[src/rtl/imem_loader_pkg.sv]
// Shared definitions for the instruction-memory loader.
//   - default instruction word width and memory depth
//   - number of stream bytes that make up one instruction word
//   - loader FSM state encoding
package imem_loader_pkg;

  localparam int DEF_DATA_WIDTH = 20;
  localparam int DEF_MEM_SIZE   = 256;
  localparam int BYTES_PER_WORD = 3;

  typedef enum logic [3:0] {
    S_IDLE,
    S_LEN_LO,
    S_LEN_HI,
    S_B0,
    S_B1,
    S_B2,
    S_WRITE,
    S_DONE,
    S_ERR
  } state_t;

endpackage

[src/rtl/imem_loader.sv]
// imem_loader: receives a byte stream (16-bit little-endian word count N,
// then three little-endian bytes per word) and writes the assembled words
// into instruction memory at consecutive addresses starting from 0.
// The processor is held in reset (cpu_hold) until a session completes
// cleanly.
//
// Ports
//   clk, rst         clock, asynchronous active-high reset
//   start            one-cycle request to begin a session (IDLE/DONE/ERR only)
//   byte_valid/data  incoming byte; accepted when byte_valid & byte_ready
//   byte_ready       loader can take a byte this cycle (state-decoded only)
//   mem_we/addr/wdata  instruction-memory write port, one-cycle strobe
//   busy/done/error  session status
//   cpu_hold         processor reset request
module imem_loader
  import imem_loader_pkg::*;
#(
  parameter int DATA_WIDTH = DEF_DATA_WIDTH,
  parameter int MEM_SIZE   = DEF_MEM_SIZE,
  parameter int ADDR_WIDTH = $clog2(MEM_SIZE)
) (
  input  logic                  clk,
  input  logic                  rst,
  input  logic                  start,
  input  logic                  byte_valid,
  input  logic [7:0]            byte_data,
  output logic                  byte_ready,
  output logic                  mem_we,
  output logic [ADDR_WIDTH-1:0] mem_addr,
  output logic [DATA_WIDTH-1:0] mem_wdata,
  output logic                  busy,
  output logic                  done,
  output logic                  error,
  output logic                  cpu_hold
);

  state_t r_state;
  state_t w_next;

  logic [15:0]           r_len;
  logic [7:0]            r_b0;
  logic [7:0]            r_b1;
  // One bit wider than the address so N == MEM_SIZE words can be counted.
  logic [ADDR_WIDTH:0]   r_cnt;
  logic [ADDR_WIDTH-1:0] r_mem_addr;
  logic [DATA_WIDTH-1:0] r_wdata;

  logic [15:0] w_len;
  logic        w_b2_bad;
  logic        w_last_word;

  // Full word count as seen while the high length byte is on the bus.
  assign w_len       = {byte_data, r_len[7:0]};
  assign w_b2_bad    = |byte_data[7:4];
  assign w_last_word = (int'(r_cnt) + 1) == int'(r_len);

  assign mem_addr  = r_mem_addr;
  assign mem_wdata = r_wdata;

  always_ff @(posedge clk or posedge rst) begin
    if (rst) r_state <= S_IDLE;
    else     r_state <= w_next;
  end

  // Next state and status outputs, all decoded from the current state so
  // byte_ready never depends on byte_valid.
  always_comb begin
    w_next     = r_state;
    byte_ready = 1'b0;
    mem_we     = 1'b0;
    busy       = 1'b0;
    done       = 1'b0;
    error      = 1'b0;
    cpu_hold   = 1'b1;
    case (r_state)
      S_IDLE: begin
        if (start) w_next = S_LEN_LO;
      end
      S_LEN_LO: begin
        byte_ready = 1'b1;
        busy       = 1'b1;
        if (byte_valid) w_next = S_LEN_HI;
      end
      S_LEN_HI: begin
        byte_ready = 1'b1;
        busy       = 1'b1;
        if (byte_valid) begin
          // Rejecting N > MEM_SIZE here is what keeps the address from wrapping.
          if (w_len == 16'd0)                w_next = S_DONE;
          else if (int'(w_len) > MEM_SIZE)   w_next = S_ERR;
          else                               w_next = S_B0;
        end
      end
      S_B0: begin
        byte_ready = 1'b1;
        busy       = 1'b1;
        if (byte_valid) w_next = S_B1;
      end
      S_B1: begin
        byte_ready = 1'b1;
        busy       = 1'b1;
        if (byte_valid) w_next = S_B2;
      end
      S_B2: begin
        byte_ready = 1'b1;
        busy       = 1'b1;
        if (byte_valid) w_next = w_b2_bad ? S_ERR : S_WRITE;
      end
      S_WRITE: begin
        mem_we = 1'b1;
        busy   = 1'b1;
        w_next = w_last_word ? S_DONE : S_B0;
      end
      S_DONE: begin
        done     = 1'b1;
        cpu_hold = 1'b0;
        if (start) w_next = S_LEN_LO;
      end
      S_ERR: begin
        error = 1'b1;
        if (start) w_next = S_LEN_LO;
      end
      default: w_next = S_IDLE;
    endcase
  end

  // Word assembly and write-port registers. The write port is only loaded
  // on the B2 acceptance edge, so mem_addr/mem_wdata stay stable between
  // strobes while the next word is being collected in r_b0/r_b1.
  always_ff @(posedge clk or posedge rst) begin
    if (rst) begin
      r_len      <= '0;
      r_b0       <= '0;
      r_b1       <= '0;
      r_cnt      <= '0;
      r_mem_addr <= '0;
      r_wdata    <= '0;
    end else begin
      case (r_state)
        S_IDLE, S_DONE, S_ERR: begin
          if (start) r_cnt <= '0;
        end
        S_LEN_LO: begin
          if (byte_valid) r_len[7:0] <= byte_data;
        end
        S_LEN_HI: begin
          if (byte_valid) r_len <= w_len;
        end
        S_B0: begin
          if (byte_valid) r_b0 <= byte_data;
        end
        S_B1: begin
          if (byte_valid) r_b1 <= byte_data;
        end
        S_B2: begin
          if (byte_valid && !w_b2_bad) begin
            r_wdata    <= DATA_WIDTH'({byte_data[3:0], r_b1, r_b0});
            r_mem_addr <= r_cnt[ADDR_WIDTH-1:0];
          end
        end
        S_WRITE: begin
          r_cnt <= r_cnt + 1'b1;
        end
        default: ;
      endcase
    end
  end

endmodule

[config.mk]
export PLATFORM = sky130hd
export DESIGN_NAME = imem_loader
export DESIGN_NICKNAME = d
export VERILOG_FILES = /design/src/rtl/imem_loader_pkg.sv /design/src/rtl/imem_loader.sv
export SDC_FILE = /design/constraint.sdc
export NUM_CORES = 1
export LEC_CHECK = 0
export CAP_MARGIN = 10
export CORE_MARGIN = 1
export CORE_UTILIZATION = 45
export CTS_CLUSTER_DIAMETER = 150
export DETAILED_ROUTE_END_ITERATION = 16
export HOLD_SLACK_MARGIN = 0.02
export PLACE_DENSITY_LB_ADDON = 0.08
export SYNTH_ARGS = -nofsm -noshare
export SYNTH_HDL_FRONTEND = slang
export SYNTH_SLANG_ARGS = --single-unit
[constraint.sdc]
create_clock -name clk -period 5.57 [get_ports clk]
set_clock_uncertainty 0.05 [all_clocks]
set_input_delay 1.114 -clock clk [delete_from_list [all_inputs] [get_ports clk]]
set_output_delay 1.114 -clock clk [all_outputs]
set_load 0.05 [all_outputs]
======== Yosys cells after proc, flatten, opt, wreduce, memory -nomap -nowiden ========
Index checks and enable logic that the tools add are counted.
operators by class
  add/subtract/negate cells ............... 2
  reductions and logical operators ........ 16
  order comparisons ....................... 1
  mux-type cells .......................... 21
  bitwise logic cells ..................... 1
  equality and inequality tests ........... 15
operator list
  cell                                                                    number
  4-bit 2-to-1 mux                                                        9
  4-bit case mux with 7 select lines                                      1
  9-bit case mux with 2 select lines                                      1
  10-bit by 16-bit equality test with 1-bit output                        1
  4-bit by 3-bit equality test with 1-bit output (second input constant)  4
  16-bit by 9-bit > comparator with 1-bit output (second input constant)  1
  16-bit logical NOT                                                      1
  8-bit case mux with 2 select lines                                      1
  9-bit by 1-bit adder with 10-bit output (second input constant)         1
  2-bit != test (second input constant)                                   5
  2-bit AND reduction                                                     5
  9-bit by 1-bit adder with 9-bit output (second input constant)          1
  9-bit 2-to-1 mux                                                        1
  4-bit by 2-bit equality test with 1-bit output (second input constant)  2
  8-bit 2-to-1 mux                                                        1
  1-bit 2-to-1 mux                                                        6
  6-bit AND reduction                                                     1
  6-bit OR reduction                                                      1
  5-bit OR reduction                                                      1
  4-bit by 1-bit equality test with 1-bit output (second input constant)  1
  4-bit equality test (second input constant)                             1
  4-bit logical NOT                                                       1
  4-bit OR reduction                                                      1
  3-bit 2-to-1 mux                                                        1
  7 further kinds                                                         7
storage, ports and cells
  word-level logic and storage cells ...... 64
  bits in registers ....................... 73

======== Depth between registers and ports, before layout ========
Gate-level depths: netlist (run 1).
  word-level depth ........................ 5
  mapped depth ............................ 8

======== Worst setup path before layout (run 1) ========
OpenSTA, ideal clock, no wires.
  path kind ............................... register to output
  start ................................... register r_state[2]
  end ..................................... output error
  setup slack ............................. 2.307 ns
  cell stages (with the launch flop) ...... 4
  buffers on the path ..................... 1
  arrival ................................. 2.099 ns
  data required time ...................... 4.406 ns
  cells stage by stage .................... dfrtp_1 > clkbuf_1 > or2_2 > nor3b_1
between the ends
  cells in the longest elaborated chain, start to end .. 2
RTL lines
  what                    line               text
  from (decl)             imem_loader.sv:37  state_t r_state;
  from (signal assigned)  imem_loader.sv:62  else r_state <= w_next;
  4-bit equality test     imem_loader.sv:75  case (r_state)
  1-bit 2-to-1 mux        imem_loader.sv:75
  to (decl)               imem_loader.sv:33  output logic error,
No other way between the ends.

======== Final worst setup path (run 1) ========
  start ................................... register r_state[1]
  end ..................................... output mem_we
between the ends
  cells in the longest elaborated chain, start to end .. 2
RTL lines
  what                                            line               text
  4-bit by 3-bit equality test with 1-bit output  imem_loader.sv:75
  1-bit 2-to-1 mux                                imem_loader.sv:75
  to (decl)                                       imem_loader.sv:28  output logic mem_we,
No other way between the ends.

==> impl_metrics.json, run 1 <==
{
  "dp_hpwl_mm": 5.15,
  "hold_buffers": 0,
  "antenna_found_initial": 0,
  "gr-usage-met1": 0.274,
  "n_antenna_cell": 0,
  "wl_per_cell_um": 16.9,
  "grt_max_degree": 47,
  "clock_sinks": 73,
  "synth_edf_count": 0,
  "gr-usage-all-layers": 0.196,
  "die_h_um": 90.1,
  "cts_tree": "done",
  "syn_avg_cell_area_um2": 11.7,
  "fin_cells": 442,
  "grt-ovfl-total": 0,
  "fin_nets": 351,
  "start_util": 0.474,
  "rsz0062_at_grt": "false",
  "final_cell_area_um2": 4200,
  "critical_path_peak_fanout": 19,
  "ys_types": 49,
  "drt_iter0_drc": 160,
  "synthCells": 298,
  "cts_buffer_depth": 2,
  "tns_ps": 0,
  "maxSlewViolCount": 0,
  "layout_common_cells": "73 x dfrtp_1, 57 x mux2_2, 45 x clkdlybuf4s50_1",
  "vdd_drop_max_v": 0.000233,
  "use_met3": 0.0321,
  "drt-total-wl_mm": 7.45,
  "cp_slowest_cell": "clkdlybuf4s50_1",
  "grt_pass1_wl_mm": 12.5,
  "maxCapViolCount": 0,
  "clkLatencyLatePin_ps": 350,
  "die_w_um": 90.1,
  "drive_gt1_frac": 0.236,
  "synth_top_family_by_area": "multiplexers",
  "synth.area.mux_share": 0.200,
  "ctsResizeCount": 0,
  "crit_required_ps": 4410,
  "first_pass_iters": 4,
  "relSlewSlack": 0.366,
  "met2_usage": 0.303,
  "place_inst": 426,
  "max_stage_delay_ps": 840,
  "synth-simple-area-share": 0.122,
  "clock-root-buffer": "clkbuf_8",
  "cts_buffers": 9,
  "min_path_type": "reg2reg",
  "ant_nets": 0,
  "dieArea_um2": 8110,
  "finalPower_w": 0.00187,
  "place_area_um2": 4000,
  "ys_seq_area_frac": 0.523,
  "grt_pass1_vias": 2401,
  "layout_commonest_cell": "dfrtp_1",
  "finalSetupViolations": 0,
  "synthAdderAreaFrac": 0.00358,
  "worstPathCellList": "and2b_1 > nand3b_2 > inv_1 > clkdlybuf4s50_1",
  "synth_compound_area_frac": 0.0964,
  "cts_max_level": 3,
  "avgViaCountPerCell": 5.64,
  "ios": 46,
  "worstMarginPinSlew_ps": 949,
  "area_growth_pct": 20.4,
  "hold_viol": 0,
  "synth_area_um2": 3490,
  "status": "completed",
  "cts_setup_buffers": 0,
  "p_leak_nw": 1.85,
  "ys_ff_latch": 73,
  "grt.busiest_layer": "met2",
  "gp_congestion": 0.802,
  "holdWs_ps": 425,
  "synth_warnings": 0,
  "cp.buffers_inverters": 2,
  "end_kind": "primary output",
  "num_rows": 31,
  "critPathLaunchType": "flip-flop",
  "synth_xor_area_frac": 0.0251,
  "period_needed_ps": 3960,
  "num_vias": 2492,
  "synthArstFlopShare": 1.00,
  "critPathTopFamily": "buffers and inverters",
  "drc": 0,
  "min_period_over_period": 0.711,
  "worstPathArrival_ps": 2800,
  "crit_type": "reg2out",
  "path_clk_slew_ps": 80,
  "max_freq_mhz": 252,
  "core-area_um2": 7370,
  "io_buffers": 45,
  "synth.net_count": 311,
  "nFillCells": 654,
  "p_per_area_nw_per_um2": 445,
  "synth_ff_type": "dfrtp_1"
}
[flip-flops by register name, indices dropped and copies added, names as in the netlist]
| register | count |
|---|---|
| mem_addr | 8 |
| r_state | 4 |
| r_b0 | 8 |
| r_cnt | 9 |
| r_len | 16 |
| mem_wdata | 20 |
| r_b1 | 8 |
[power breakdown]
group	switching, W	internal [W]	total [W]
Combinational	0.000312	0.000289	0.000602
Sequential	0.000156	0.000681	0.000837
Clock	0.000199	0.000232	0.000431
[path summary, 6_finish.rpt]
path                            start            to  slack, ps  depth (start not counted)
max in group asynchronous         rst      r_len[6]       3270                          3
setup / recovery           r_state[1]        mem_we       1610                          4
hold reg to reg               r_b0[2]  mem_wdata[2]        420                          1
hold / removal                r_b0[2]  mem_wdata[2]        420                          1
min in group asynchronous         rst   mem_addr[1]       1250                          2
setup reg to reg           r_state[1]    r_state[2]       3000                          6
[through the flow]
stage	util	setup WS (ps)
after floorplan	-	2310
after global placement	0.542	1760
after detailed placement	0.542	1690
after CTS	0.570	1630
after global routing	0.570	1540
final	0.570	1610
[kinds of logic (layout without fill, tap and decap cells)]
family / Yosys count / count (layout)
xor gates and xnor gates: 10 / 10
and+or+nand+nor: 76 / 76
buffers and inverters: 24 / 69
muxes: 62 / 62
DFF: 73 / 73
AOI/OAI and AO/OA: 52 / 52
adders and majority gates: 1 / 1
[routing by layer]
metal | up-vias | part of all wire
met3 | 9 | 0.041
li1 | 1166 | -
met5 | - | 0
met2 | 59 | 0.48
met4 | 0 | 0.015
met1 | 1258 | 0.47
[Yosys cell counts (all sizes together), types with 2 or more instances]
cell	number	area [µm²]
a211oi	3	22.5
a21oi	10	50.1
a22o	2	17.5
a22oi	3	22.5
a31oi	2	12.5
and3	7	43.8
and4	3	28.8
buf	5	30.0
clkbuf	13	52.6
dfrtp	73	1830
inv	6	22.5
mux2	62	698
nand2	19	71.3
nand2b	3	18.8
nand3	4	20.0
nand3b	3	26.3
nand4	2	12.5
nor2	14	52.6
nor2b	3	18.8
nor3	5	25.0
nor4	5	37.5
o21ai	16	80.1
o221ai	2	17.5
o31ai	4	30.0
o32ai	2	17.5
or4	4	37.5
xnor2	5	43.8
xor2	5	43.8
[layout make-up]
cell class / count / area [µm²] / area share
flip-flops and latches: 73 / 1830 / 0.435
multi-input cells: 201 / 1560 / 0.371
repair buffers: 47 / 465 / 0.111
clock buffers: 12 / 155 / 0.0369
well taps: 99 / 124 / 0.0295
clock inverters: 4 / 51.3 / 0.0122
inverters: 6 / 22.5 / 0.00536
Note: power is estimated with default switching activity, not from simulation.
==> run 2: changes to the inputs <==
- clock period: 5.57 -> 3.98 ns (I/O delays scaled with it)
==> run 2 against run 1 <==
Effect of this change:
- register-to-register slack worse by 1500 ps
- routed wire length is 0.12% lower
- combinational power is 39% higher
- largest cell class unchanged
==> impl_metrics.json, run 2 (synthesis results as in run 1) <==
{
  "first_pass_iters": 4,
  "clock_sinks": 73,
  "use_met3": 0.0448,
  "largest_reg_flops": 20,
  "met2_usage": 0.286,
  "area_growth_pct": 20.7,
  "fin_nets": 354,
  "ctsResizeCount": 0,
  "drt_iter0_drc": 164,
  "period_needed_ps": 3520,
  "layout_commonest_cell": "dfrtp_1",
  "cp_slowest_cell": "clkdlybuf4s50_1",
  "maxCapViolCount": 0,
  "place_area_um2": 4020,
  "grt_max_degree": 32,
  "drc": 0,
  "finalSetupViolations": 0,
  "relSlewSlack": 0.499,
  "cts_tree": "done",
  "gr-usage-all-layers": 0.193,
  "grt_pass1_vias": 2373,
  "dieArea_um2": 8110,
  "pwr-share-comb": 0.325,
  "critPathTopFamily": "buffers and inverters",
  "num_rows": 31,
  "cts_buffer_depth": 2,
  "rsz0062_at_grt": "false",
  "io_buffers": 45,
  "die_w_um": 90.1,
  "gp_congestion": 0.827,
  "cts_max_level": 3,
  "dp_hpwl_mm": 5.16,
  "cp.buffers_inverters": 3,
  "clock-root-buffer": "clkbuf_8",
  "worstPathCellList": "and2b_1 > nand3b_2 > buf_4 > inv_1 > clkdlybuf4s50_1",
  "p_int_w": 0.00165,
  "clkLatencyLatePin_ps": 350,
  "vdd_drop_max_v": 0.000314,
  "num_vias": 2492,
  "grt_pass1_wl_mm": 12.3,
  "critPathLaunchType": "flip-flop",
  "layout_common_cells": "73 x dfrtp_1, 57 x mux2_2, 45 x clkdlybuf4s50_1",
  "p_leak_nw": 1.86,
  "max_freq_mhz": 284,
  "max_stage_delay_ps": 830,
  "final_cell_area_um2": 4210,
  "drt-total-wl_mm": 7.44,
  "grt-ovfl-total": 0,
  "wl_per_cell_um": 16.7,
  "avgViaCountPerCell": 5.60,
  "cts_setup_buffers": 0,
  "worstMarginPinSlew_ps": 752,
  "holdWs_ps": 436,
  "antenna_found_initial": 0,
  "pwr-share-seq": 0.451,
  "status": "completed",
  "ant_nets": 0,
  "crit_type": "reg2out",
  "critical_path_peak_fanout": 19,
  "pre_cts_slack_ps": 854,
  "crit_required_ps": 3130,
  "p_sw_w": 0.000934,
  "start_util": 0.474,
  "cts_buffers": 9,
  "ios": 46,
  "min_path_type": "reg2reg",
  "tns_ps": 0,
  "fin_ws_ps": 464,
  "maxSlewViolCount": 0,
  "die_h_um": 90.1,
  "hold_buffers": 0,
  "worstPathArrival_ps": 2670,
  "path_clk_slew_ps": 80,
  "core-area_um2": 7370,
  "end_kind": "primary output",
  "final_util": 0.572,
  "drive_gt1_frac": 0.243,
  "nFillCells": 644,
  "swShare": 0.361,
  "gr-usage-met1": 0.273,
  "n_antenna_cell": 0,
  "min_period_over_period": 0.883,
  "grt.busiest_layer": "met2",
  "hold_viol": 0,
  "clkPwrFrac": 0.224,
  "p_per_area_nw_per_um2": 613
}
==> run 2: changes by cell type in the layout (fill, tap and decap cells not counted), sizes merged <==
cell and change:
buf +3, clkbuf -2, inv +2
==> run 2: layer usage <==
metal / part of all wire / wire length (µm) / vias up
met3: 0.033 / 246 / 8
met4: 0.013 / 97 / 0
met1: 0.49 / 3610 / 1270
met2: 0.47 / 3490 / 48
li1: - / - / 1166
met5: 0 / 0 / -
==> run 2: per-stage QoR <==
step	power, W	instances
2_1_floorplan	0.00179	298
3_3_place_gp	0.00201	429
3_5_place_dp	0.00203	429
4_1_cts	0.00261	445
5_1_grt	0.00274	445
6_report	0.00258	445
==> run 2: power groups by stage <==
stage	logic, W	registers, W	clock network (W)
after global placement	0.000833	0.00117	0
final	0.000839	0.00117	0.000579
after CTS	0.000846	0.00117	0.000592
after detailed placement	0.000845	0.00118	0
after global routing	0.000911	0.00120	0.000627
after floorplan	0.000616	0.00117	0
==> run 2: final timing paths <==
check                      startpoint            end  slack [ps]  depth (start not counted)
min in group asynchronous         rst  mem_wdata[10]         720                          2
setup / recovery           r_state[1]         mem_we         460                          5
hold / removal                r_b1[0]   mem_wdata[8]         440                          1
max in group asynchronous         rst     r_state[2]        2410                          3
setup reg to reg           r_state[1]     r_state[2]        1480                          7
hold reg to reg               r_b1[0]   mem_wdata[8]         440                          1
==> run 2: final cells by class <==
type / instances / area (µm²) / area share
sequential: 73 / 1830 / 0.434
multi-input combinational: 201 / 1560 / 0.370
timing repair buffer: 50 / 488 / 0.116
clock buffer: 10 / 128 / 0.0303
tap: 99 / 124 / 0.0294
clock inverter: 6 / 65.1 / 0.0154
inverter: 6 / 22.5 / 0.00535
==> run 2: worst register-to-register path, cell delays in order, from the launching register on <==
cell and delay [ps]:
dfrtp_1 690, and2b_1 360, nand3b_2 100, buf_4 210
nor4_1 280, nand4_1 120, or4_1 420, o31ai_1 190
